<file path="config.mk">
export PLATFORM = sky130hd
export DESIGN_NAME = fix_mul_pipe
export DESIGN_NICKNAME = d
export VERILOG_FILES = /design/src/rtl/fix_mul_pipe.sv
export SDC_FILE = /design/constraint.sdc
export NUM_CORES = 1
export LEC_CHECK = 0
export BUFFER_PORTS_ARGS = -buffer_cell sky130_fd_sc_hd__buf_2
export CORE_ASPECT_RATIO = 0.6
export CORE_MARGIN = 2
export CORE_UTILIZATION = 40
export CTS_CLUSTER_DIAMETER = 80
export DETAILED_ROUTE_END_ITERATION = 12
export PLACE_DENSITY = 0.61
export REMOVE_ABC_BUFFERS = 1
export SLEW_MARGIN = 10
export SYNTH_ARGS = -nofsm -noshare
export SYNTH_HDL_FRONTEND = slang
export SYNTH_SLANG_ARGS = --single-unit
export TNS_END_PERCENT = 20
</file>
<file path="constraint.sdc">
create_clock -name clk -period 8.6 [get_ports clk]
set_input_delay 1.29 -clock clk [delete_from_list [all_inputs] [get_ports clk]]
set_output_delay 1.29 -clock clk [all_outputs]
set_load 0.01 [all_outputs]
</file>
<file path="src/rtl/fix_mul_pipe.sv">
`default_nettype none
// fix_mul_pipe: valid/ready pipelined signed fixed-point multiplier with optional
// round-half-up, saturate-or-wrap range handling and a saturating overflow counter.
module fix_mul_pipe #(
  parameter int WIDTH       = 16,
  parameter int POINT_WIDTH = 8,
  parameter int PIPE_STAGES = 2
) (
  input  logic             clk,
  input  logic             rst_n,
  input  logic             in_valid,
  output logic             in_ready,
  input  logic [WIDTH-1:0] inA,
  input  logic [WIDTH-1:0] inB,
  input  logic             round_en,
  input  logic             sat_en,
  output logic [WIDTH-1:0] outP,
  output logic             out_valid,
  input  logic             out_ready,
  output logic             out_ovf,
  input  logic             ovf_clr,
  output logic [15:0]      ovf_cnt
);

  localparam logic [2*WIDTH:0] C_HALF = (2*WIDTH+1)'(1) << (POINT_WIDTH-1);

  logic                      w_adv;
  logic signed [2*WIDTH-1:0] w_prod;
  logic signed [2*WIDTH-1:0] w_src_prod;
  logic                      w_src_rnd;
  logic                      w_src_sat;
  logic                      w_src_vld;
  logic signed [2*WIDTH:0]   w_rnd;
  logic signed [2*WIDTH:0]   w_shift;
  logic [WIDTH+1:0]          w_hi;
  logic                      w_ovf;

  logic [WIDTH-1:0] out_p_d, out_p_q;
  logic             out_ovf_d, out_ovf_q;
  logic             out_valid_q;
  logic [15:0]      cnt_d, cnt_q;

  assign w_adv    = ~out_valid_q | out_ready;
  assign in_ready = w_adv;
  assign w_prod   = $signed({{WIDTH{inA[WIDTH-1]}}, inA}) * $signed({{WIDTH{inB[WIDTH-1]}}, inB});

  // The multiply occupies every stage except the last; the last stage does round/shift/range.
  generate
    if (PIPE_STAGES == 1) begin : g_direct
      assign w_src_prod = w_prod;
      assign w_src_rnd  = round_en;
      assign w_src_sat  = sat_en;
      assign w_src_vld  = in_valid;
    end else begin : g_piped
      logic signed [2*WIDTH-1:0] prod_q [PIPE_STAGES-1];
      logic [PIPE_STAGES-2:0]    rnd_q;
      logic [PIPE_STAGES-2:0]    sat_q;
      logic [PIPE_STAGES-2:0]    vld_q;

      always_ff @(posedge clk) begin
        if (!rst_n) begin
          vld_q <= '0;
        end else if (w_adv) begin
          vld_q[0] <= in_valid;
          for (int i = 1; i < PIPE_STAGES-1; i++) vld_q[i] <= vld_q[i-1];
        end
      end

      always_ff @(posedge clk) begin
        if (w_adv) begin
          prod_q[0] <= w_prod;
          rnd_q[0]  <= round_en;
          sat_q[0]  <= sat_en;
          for (int i = 1; i < PIPE_STAGES-1; i++) begin
            prod_q[i] <= prod_q[i-1];
            rnd_q[i]  <= rnd_q[i-1];
            sat_q[i]  <= sat_q[i-1];
          end
        end
      end

      assign w_src_prod = prod_q[PIPE_STAGES-2];
      assign w_src_rnd  = rnd_q[PIPE_STAGES-2];
      assign w_src_sat  = sat_q[PIPE_STAGES-2];
      assign w_src_vld  = vld_q[PIPE_STAGES-2];
    end
  endgenerate

  assign w_rnd   = {w_src_prod[2*WIDTH-1], w_src_prod} + (w_src_rnd ? C_HALF : '0);
  assign w_shift = w_rnd >>> POINT_WIDTH;
  // In range exactly when all bits from the sign down to bit WIDTH-1 agree.
  assign w_hi    = w_shift[2*WIDTH:WIDTH-1];
  assign w_ovf   = ~((&w_hi) | ~(|w_hi));

  always_comb begin
    out_p_d   = '0;
    out_ovf_d = 1'b0;
    if (w_src_vld) begin
      out_ovf_d = w_ovf;
      if (w_ovf && w_src_sat) begin
        out_p_d = w_shift[2*WIDTH] ? {1'b1, {(WIDTH-1){1'b0}}} : {1'b0, {(WIDTH-1){1'b1}}};
      end else begin
        out_p_d = w_shift[WIDTH-1:0];
      end
    end
  end

  always_ff @(posedge clk) begin
    if (!rst_n) begin
      out_valid_q <= 1'b0;
      out_p_q     <= '0;
      out_ovf_q   <= 1'b0;
    end else if (w_adv) begin
      out_valid_q <= w_src_vld;
      out_p_q     <= out_p_d;
      out_ovf_q   <= out_ovf_d;
    end
  end

  always_comb begin
    cnt_d = cnt_q;
    if (ovf_clr) begin
      cnt_d = '0;
    end else if (out_valid_q && out_ready && out_ovf_q && (cnt_q != 16'hFFFF)) begin
      cnt_d = cnt_q + 16'd1;
    end
  end

  always_ff @(posedge clk) begin
    if (!rst_n) cnt_q <= '0;
    else        cnt_q <= cnt_d;
  end

  assign outP      = out_p_q;
  assign out_ovf   = out_ovf_q;
  assign out_valid = out_valid_q;
  assign ovf_cnt   = cnt_q;

endmodule
`default_nettype wire

</file>
* After elaboration in Yosys (flattened, before gate mapping)
Memory sizes are Yosys's and may differ from the RTL's.
Index checks and enable logic that the tools add are counted.
** Cells by class
- Add/subtract/negate cells :: 2
- Multiply operators :: 1
- Equality and inequality tests :: 1
- Multiplexer cells :: 7
- Bitwise gates (word level) :: 6
- Reduce and logical (&&, ||, !) cells :: 7
** Operator list (count)
- $mux W16 :: 3
- $add A32 B9 Y33 :: 1
- $mul A16 B16 Y32 :: 1
- $add A16 B1 Y16 const B :: 1
- $ne A16 B16 Y1 const B :: 1
- $reduce_and A10 Y1 :: 1
- $reduce_or A10 Y1 :: 1
- $mux W8 :: 1
- $logic_and A1 B1 Y1 :: 4
- $not A1 Y1 :: 4
- $mux W1 :: 3
- $or A1 B1 Y1 :: 2
- $reduce_or A2 Y1 :: 1
** Storage, ports and cells
- Bits in registers :: 37
- RAM bits :: 32
- Bits of input ports :: 39
- Output and inout bits :: 35
- Word-level logic and storage cells :: 32
- Memories kept :: 1
** Memories
- g_piped.prod_q :: depth 1, bits a word 32, read ports 1, clocked after memory_dff 0, write ports 1, line 55 : logic signed [2*WIDTH-1:0] prod_q [PIPE_STAGES-1];

* Depth between registers and ports, before layout
Gate-level depths: netlist of the first run.
- Depth after elaboration :: 9
- Gate-level depth with buffers :: 24
- Mapped depth without buffers :: 23

* Worst setup path before layout of the first run
No wires, ideal clock.
- Kind :: input -> register
- From :: input inA[15]
- To :: memory g_piped.prod_q[0][30] (netlist name), data pin
- Setup time :: 0.260 ns
- Arrival time :: 6.631 ns
- Required time :: 8.340 ns
- Slack :: 1.709 ns
- Stages on the path :: 20
- Buffers on the path :: 1
- Cells stage by stage :: clkbuf_1 > nand2_1 > inv_1 > fa_1 > inv_1 > fa_1 > fa_1 > fa_1 > fa_1 > fa_1 > inv_1 > ha_1 > nand3_1 > nor2_1 > o211ai_1 > a31oi_1 > o2111ai_1 > a211oi_1 > nor3_1 > xnor2_1
** On the way
- Longest elaborated chain between the ends :: 1
** RTL lines
- start: declaration :: line 13 : input logic [WIDTH-1:0] inA,
- $mul A16 B16 Y32 :: line 45 : assign w_prod = $signed({{WIDTH{inA[WIDTH-1]}}, inA}) * $signed({{WIDTH{inB[WIDTH-1]}}, inB});
- named net w_prod[30] :: line 28 : logic signed [2*WIDTH-1:0] w_prod;
- end: declaration :: line 55
The timed path passes the listed nets, and every way through them passes these cells.

* Worst setup path in the final report of the first run
- From :: input inA[7]
- To :: memory g_piped.prod_q[0][31] (netlist name), data pin
Same word-level chain as after synthesis.

==> impl_metrics.ini, run 1 <==
[run_status]
status = finished clean

[logic_synthesis]
synth_seq_cells = 62
syn_inst = 1376
synth_area_mm2 = 0.0126
yosysSeqAreaShare_pct = 12.0
syn_area_per_cell_um2 = 9.17
yosys.area_share.simple_pct = 17.4
synth_xor_area_share_pct = 4.10
synth-main-ff-cell = dfxtp_1
synth-compound-area-share_pct = 5.80
synth-adder-area-share_pct = 49.4
synth_edf_count = 27
synth_top_family_by_area = adder cells
yosysWarnings = 0
synth-async-reset-ratio_pct = 0
yosysUniqueCellTypes = 57
synth_mux_area_share_pct = 0.159

[global_routing]
grt_pass1_vias = 9315
grt_max_degree = 31
antenna_found_initial = 0
grt_pass1_wl_mm = 50.9
grt.overflow.total = 0
track_usage_pct = 19.7

[route]
vias_per_cell = 4.87
ant_nets = 0
vias = 8942
drtPass1Iterations = 6
drt_wl_total_mm = 30.3
wl_per_cell_um = 16.5
drtIter0Drc = 542
drc = 0

[setup_path]
rr_endpoint = outP[5]$_SDFFE_PN0P_
path_class = in -> reg
rr_worst_depth = 10
cp_max_fo = 16
cp_num_buf_inv = 6
r2r_start = g_piped.rnd_q$_DFFE_PP_
cp_data_required_time_ns = 8.80
cp-end-kind = register
crit_arrival_ns = 7.24
critPathSlowestCell = fa_1
cpPeakStageDelay_ns = 0.65
startpoint_type = primary input
r2r_slack_ns = 5.63
crit_top_cell = fa_1
crit_chain = buf_2 > nand2_1 > fa_1 > inv_1 > fa_1 > inv_1 > fa_1 > inv_1 > fa_1 > fa_1 > inv_1 > fa_1 > inv_1 > ha_1 > a21oi_1 > a21oi_1 > a211oi_1 > a31oi_1 > o2111ai_1 > a211oi_1 > or3_1 > nand3_1
cp_top_family = adder cells

[final_layout]
fin_nets = 1797
antennaDiodeCount = 0
drive_gt1_share_pct = 7.88
area_growth_syn_to_layout_pct = 8.13

[clocking]
htreeDepth = 3
cts_max_path_buffers = 2
cts.reportedPaths.clkPinSlew_ns = 0.05
cts_made_buffers = 9
post_cts_resized = 0
clk_latency_ns = 0.33
cts_hold_buf = 0
cts_sinks = 62
cts_tree = yes
cts_root_buffer = clkbuf_16
post-cts-setup-buffers = 0

[worst_hold_path]
hold_start = outP[4]$_SDFFE_PN0P_
worstHoldEndpoint = outP[4]$_SDFFE_PN0P_
worstHoldPathCells = 2
worstHoldPathType = reg -> reg

[sta]
fin_worst_skew_ns = 0.00691
worstMarginPinSlew_ns = 0.670
rsz0062_at_grt = no
slew_headroom_pct = 55.1
setup_tns_ns = 0
fmax_mhz = 142
report.final.hold_viol_count = 0
final.min_clock_period_ns = 7.04
fin_crit_sh_pct = 81.9
setup_violations = 0
report.final.slew_viol_count = 0

[floorplanning]
dieArea_mm2 = 0.0330
io_pins = 74
core-area_mm2 = 0.0311
fp.dieW_um = 233
rows = 50
fp.dieH_um = 142
initial_utilization_pct = 40.6

[placement]
gp_congestion = 0.893
port-buffer-count = 73
hpwlAfterDp_mm = 25.7

[run]
maxCapViolCount = 0
## tightest hold or removal path: stages (launching register included)
cell and delay [ns]:
dfxtp_1 0.30, nand2_1 0.05, a21oi_1 0.05
## final cells by class
type                            instances  area [µm²]
Clock inverter                          6        86.3
Multi-Input combinational cell        946        9710
Sequential cell                        62        1510
Clock buffer                           10         229
Fill cell                            3024       17400
Timing Repair Buffer                   75         380
Tap cell                              416         520
Inverter                              322        1210
## per-layer routing
metal,vias up,GRT usage (%),part of all wire [%],wire length [µm]
li1,4224,-,-,-
met1,4406,32.5,54,16400
met2,292,25.2,36,11000
met3,20,5.67,9.2,2780
met4,0,2.78,0.71,216
met5,-,0,0,0
## Yosys cell counts, drive strengths merged, types with 7 or more instances
master    n  area [µm²]
nand4    15         109
inv     321        1200
a21o     22         165
nand3    23         120
xor2     20         175
ha       81        1010
clkbuf   40         150
dfxtp    35         701
o21ai    13        65.1
a211oi    7        57.6
xnor2    39         342
edfxtp   27         811
nand2   166         626
nand2b    9        56.3
fa      261        5230
and2    122         763
nor3     13        65.1
a21oi    32         190
nor2     56         210
## cell families after synthesis
kind of cell / Yosys count
AO/OA/AOI/OAI: 103
XOR/XNOR: 59
adder cells (fa/ha/maj): 342
buffers and inverters: 368
flip-flops: 62
multiplexers: 2
AND/OR/NAND/NOR: 440
## through the flow
step	worst slack, ns	std cells	util (%)	hold slack [ns]	instance area (µm²)
floorplan	1.91	1330	-	0.441	12400
CTS	1.56	1837	43.9	0.448	13600
global placement	1.32	1821	42.9	0.439	13300
global route	1.13	1837	43.9	0.478	13600
finish	1.56	1837	43.9	0.445	13600
detailed placement	1.20	1821	42.9	0.442	13300
## flip-flops by register name (all words and copies together) (netlist names)
name and flops:
g_piped.prod_q 25, g_piped.vld_q 1, outP 16, out_ovf 1, ovf_cnt 16, g_piped.rnd_q 1, g_piped.sat_q 1, out_valid 1
## worst max path at each step
stage	cells past startpoint	to	from
5_1_grt	22	g_piped.prod_q[0][30]$_DFFE_PP_	inA[7]
3_3_place_gp	20	g_piped.prod_q[0][30]$_DFFE_PP_	inB[1]
6_report	22	g_piped.prod_q[0][31]$_DFFE_PP_	inA[7]
3_5_place_dp	20	g_piped.prod_q[0][30]$_DFFE_PP_	inA[15]
4_1_cts	20	g_piped.prod_q[0][30]$_DFFE_PP_	inA[15]
2_1_floorplan	19	g_piped.prod_q[0][30]$_DFFE_PP_	inA[15]
## placed cells by master (no fill, tap or decap), drive strengths merged, types with 3 or more instances in the layout
master / instances
and2: 122
or3: 6
edfxtp: 27
inv: 321
nor3b: 3
nor2: 56
fa: 261
o21a: 3
o211ai: 3
a31oi: 3
nor2b: 4
nor4: 5
and4: 6
buf: 75
a211oi: 7
clkinv: 4
nor3: 13
a22oi: 3
o2111ai: 3
dfxtp: 35
nand2: 166
a21oi: 32
nand4: 15
xor2: 20
and3: 5
ha: 81
or2: 4
nand2b: 9
a21o: 22
o21ai: 13
nand3: 23
clkbuf: 10
xnor2: 39
Power of run 1 is left out: the tool's default activity adds up to more than one toggle a clock period on the data nets, which glitch-free logic cannot reach.
==> run 2: changes to the inputs <==
ABC_AREA = 1   (was default)
clock period = 6.63 ns   (was 8.6 ns; I/O delays follow)
==> run 2 against run 1 <==
Effect of this change: cell count up 22%; final area up 8.4%; synthesized area up 6.2%; via count up 18%; highest routed layer unchanged; die area up 6.0%; worst setup slack worse by 1.2 ns; register-to-register slack worse by 1.6 ns.
==> impl_metrics.ini, run 2 <==
[route]
drtPass1Iterations = 5
wl_met2_mm = 13.9
wl_per_cell_um = 14.5
m1WireLength_mm = 16.7
wl_met3_mm = 1.72
routed.top_layer = met4
drc = 0
drtIter0Drc = 779
ant_nets = 0
vias = 10600
drt_wl_total_mm = 32.4
vias_per_cell = 4.73

[sta]
slew_headroom_pct = 57.9
hold_ws_ns = 0.459
report.final.slew_viol_count = 0
report.final.hold_viol_count = 0
setup_tns_ns = 0
fin_crit_sh_pct = 95.1
setup_violations = 0
setup_ws_ns = 0.323
final.min_clock_period_ns = 6.31
fmax_mhz = 159
rsz0062_at_grt = no
worstMarginPinSlew_ns = 0.629
fin_worst_skew_ns = 0.00571

[global_routing]
grt_pass1_wl_mm = 56.5
grt_max_degree = 29
track_usage_pct = 20.2
antenna_found_initial = 0
grt.overflow.total = 0
grt_pass1_vias = 11200

[setup_path]
cp_top_family = adder cells
crit_arrival_ns = 6.39
rr_worst_depth = 16
critPathSlowestCell = fa_2
cp_max_fo = 16
cp_num_buf_inv = 5
path_class = in -> reg
r2r_start = g_piped.rnd_q$_DFFE_PP_
r2r_slack_ns = 3.99
rr_endpoint = outP[0]$_SDFFE_PN0P_
crit_top_cell = fa_1
cp_data_required_time_ns = 6.71
crit_chain = clkbuf_4 > nand2_1 > inv_1 > fa_2 > fa_1 > buf_4 > fa_1 > fa_1 > fa_1 > inv_1 > fa_1 > inv_1 > ha_1 > a21oi_1 > o21ai_0 > a221oi_1 > o21ai_0 > xor2_1
cpPeakStageDelay_ns = 0.68
cp-end-kind = register
startpoint_type = primary input

[floorplanning]
initial_utilization_pct = 41.0
dieArea_mm2 = 0.0350
core-area_mm2 = 0.0327
io_pins = 74
fp.dieH_um = 146
fp.dieW_um = 240
rows = 51

[final_layout]
mostFrequentLayoutCells = 479 x inv_1, 403 x nand2_1, 260 x fa_1, 83 x nor2_1, 81 x ha_1
mostFrequentLayoutCell = inv_1
multi_input_area_mm2 = 0.00982
antennaDiodeCount = 0
regArea_mm2 = 0.00151
top_register = g_piped.prod_q
drive_gt1_share_pct = 9.80
fin_nets = 2161
n_fill_cell = 3306
area_growth_syn_to_layout_pct = 10.4
largest_reg_flops = 25

[logic_synthesis]
syn_inst = 1710
synth_seq_cells = 62
yosysWarnings = 0
synth-main-ff-cell = dfxtp_1
synth.most_common_cell = inv_1
yosysUniqueCellTypes = 43
yosysSeqAreaShare_pct = 11.3
ys_top_cells_by_count = 479 x inv_1, 404 x nand2_1, 261 x fa_1
syn_area_per_cell_um2 = 7.83
synth_area_leaders = fa_1 39%, inv_1 13%, nand2_1 11%
synth_area_mm2 = 0.0134
synth_top_area_cell = fa_1
synth-async-reset-ratio_pct = 0
synth_edf_count = 27
synth_top_area_share_pct = 39.0

[worst_hold_path]
hold_start = outP[0]$_SDFFE_PN0P_
worstHoldEndpoint = outP[0]$_SDFFE_PN0P_
worstHoldPathType = reg -> reg
worstHoldPathCells = 2

[clocking]
cts_tree = yes
cts_sinks = 62
cts.reportedPaths.clkPinSlew_ns = 0.05
cts_made_buffers = 9
post_cts_resized = 0
clk_latency_ns = 0.34
post-cts-setup-buffers = 0
htreeDepth = 3
cts_root_buffer = clkbuf_16
cts_hold_buf = 0
cts_max_path_buffers = 2

[placement]
hpwlAfterDp_mm = 28.4
place_worst_setup_slack_ns = -0.105
port-buffer-count = 73
gp_congestion = 0.875

[run_status]
status = finished clean

[run]
maxCapViolCount = 0
run 2: changes by cell type in the layout (fill, tap and decap cells not counted), moves of 12 or more:
cell / before / now
nor2_1: 56 / 83
o21ai_0: 13 / 27
and2_1: 122 / 0
nor2_2: 0 / 12
nand2_1: 165 / 403
inv_1: 321 / 479
buf_4: 2 / 43
xnor2_1: 39 / 23
nand3_1: 22 / 45
a21oi_1: 24 / 60
a21o_1: 22 / 3
run 2: per-layer routing:
| metal | track usage [%] | vias to the layer above |
|---|---|---|
| li1 | - | 5101 |
| met3 | 2.58 | 14 |
| met5 | 0 | - |
| met1 | 31.9 | 5232 |
| met2 | 30.4 | 227 |
| met4 | 1.89 | 0 |
run 2: final cells by class:
cell class / count / share of cell area (%)
Multi-Input combinational cell: 1101 / 66.4
Inverter: 486 / 12.3
Sequential cell: 62 / 10.2
Timing Repair Buffer: 120 / 5.21
Tap cell: 450 / 3.81
Clock buffer: 16 / 1.98
run 2: metrics by stage:
stage | instances | util, % | area, µm²
2_1_floorplan | 1649 | - | 13100
3_3_place_gp | 2219 | 44.3 | 14500
3_5_place_dp | 2219 | 44.3 | 14500
4_1_cts | 2235 | 45.2 | 14800
5_1_grt | 2235 | 45.3 | 14800
6_report | 2235 | 45.3 | 14800
run 2: cells by family (layout without fill, tap and decap cells):
logic type,count (synthesis),after routing,synth area share (%)
buffers and inverters,547,622,15.5
xor gates and xnor gates,52,52,3.40
adders and majority gates,342,342,46.6
AOI/OAI and AO/OA,107,107,4.37
and+or+nand+nor,600,600,18.9
DFF,62,62,11.3
run 2: how the worst max path moves through the flow:
stage          startpoint                         endpoint  slack, ns  depth (start not counted)
2_1_floorplan      inB[8]  g_piped.prod_q[0][29]$_DFFE_PP_       0.49                         20
3_3_place_gp       inB[7]  g_piped.prod_q[0][28]$_DFFE_PP_      -0.05                         20
3_5_place_dp      inA[15]  g_piped.prod_q[0][28]$_DFFE_PP_      -0.10                         19
4_1_cts           inA[15]  g_piped.prod_q[0][28]$_DFFE_PP_       0.23                         19
5_1_grt           inA[15]  g_piped.prod_q[0][31]$_DFFE_PP_       0.01                         22
6_report          inA[15]  g_piped.prod_q[0][26]$_DFFE_PP_       0.32                         18
run 2: worst register-to-register path, stage by stage (launching register included):
cell	delay (ns)
edfxtp_1	0.33
nand2_1	0.16
inv_1	0.17
ha_1	0.30
inv_2	0.09
nor2_4	0.20
nand2_2	0.13
inv_2	0.11
nand4_1	0.09
nand2_1	0.11
nand2_1	0.07
nor2_2	0.17
nand3_4	0.13
nand3_4	0.20
nand2_1	0.08
nand3_1	0.10
a21oi_1	0.07
Power of run 2 is left out for the same reason.
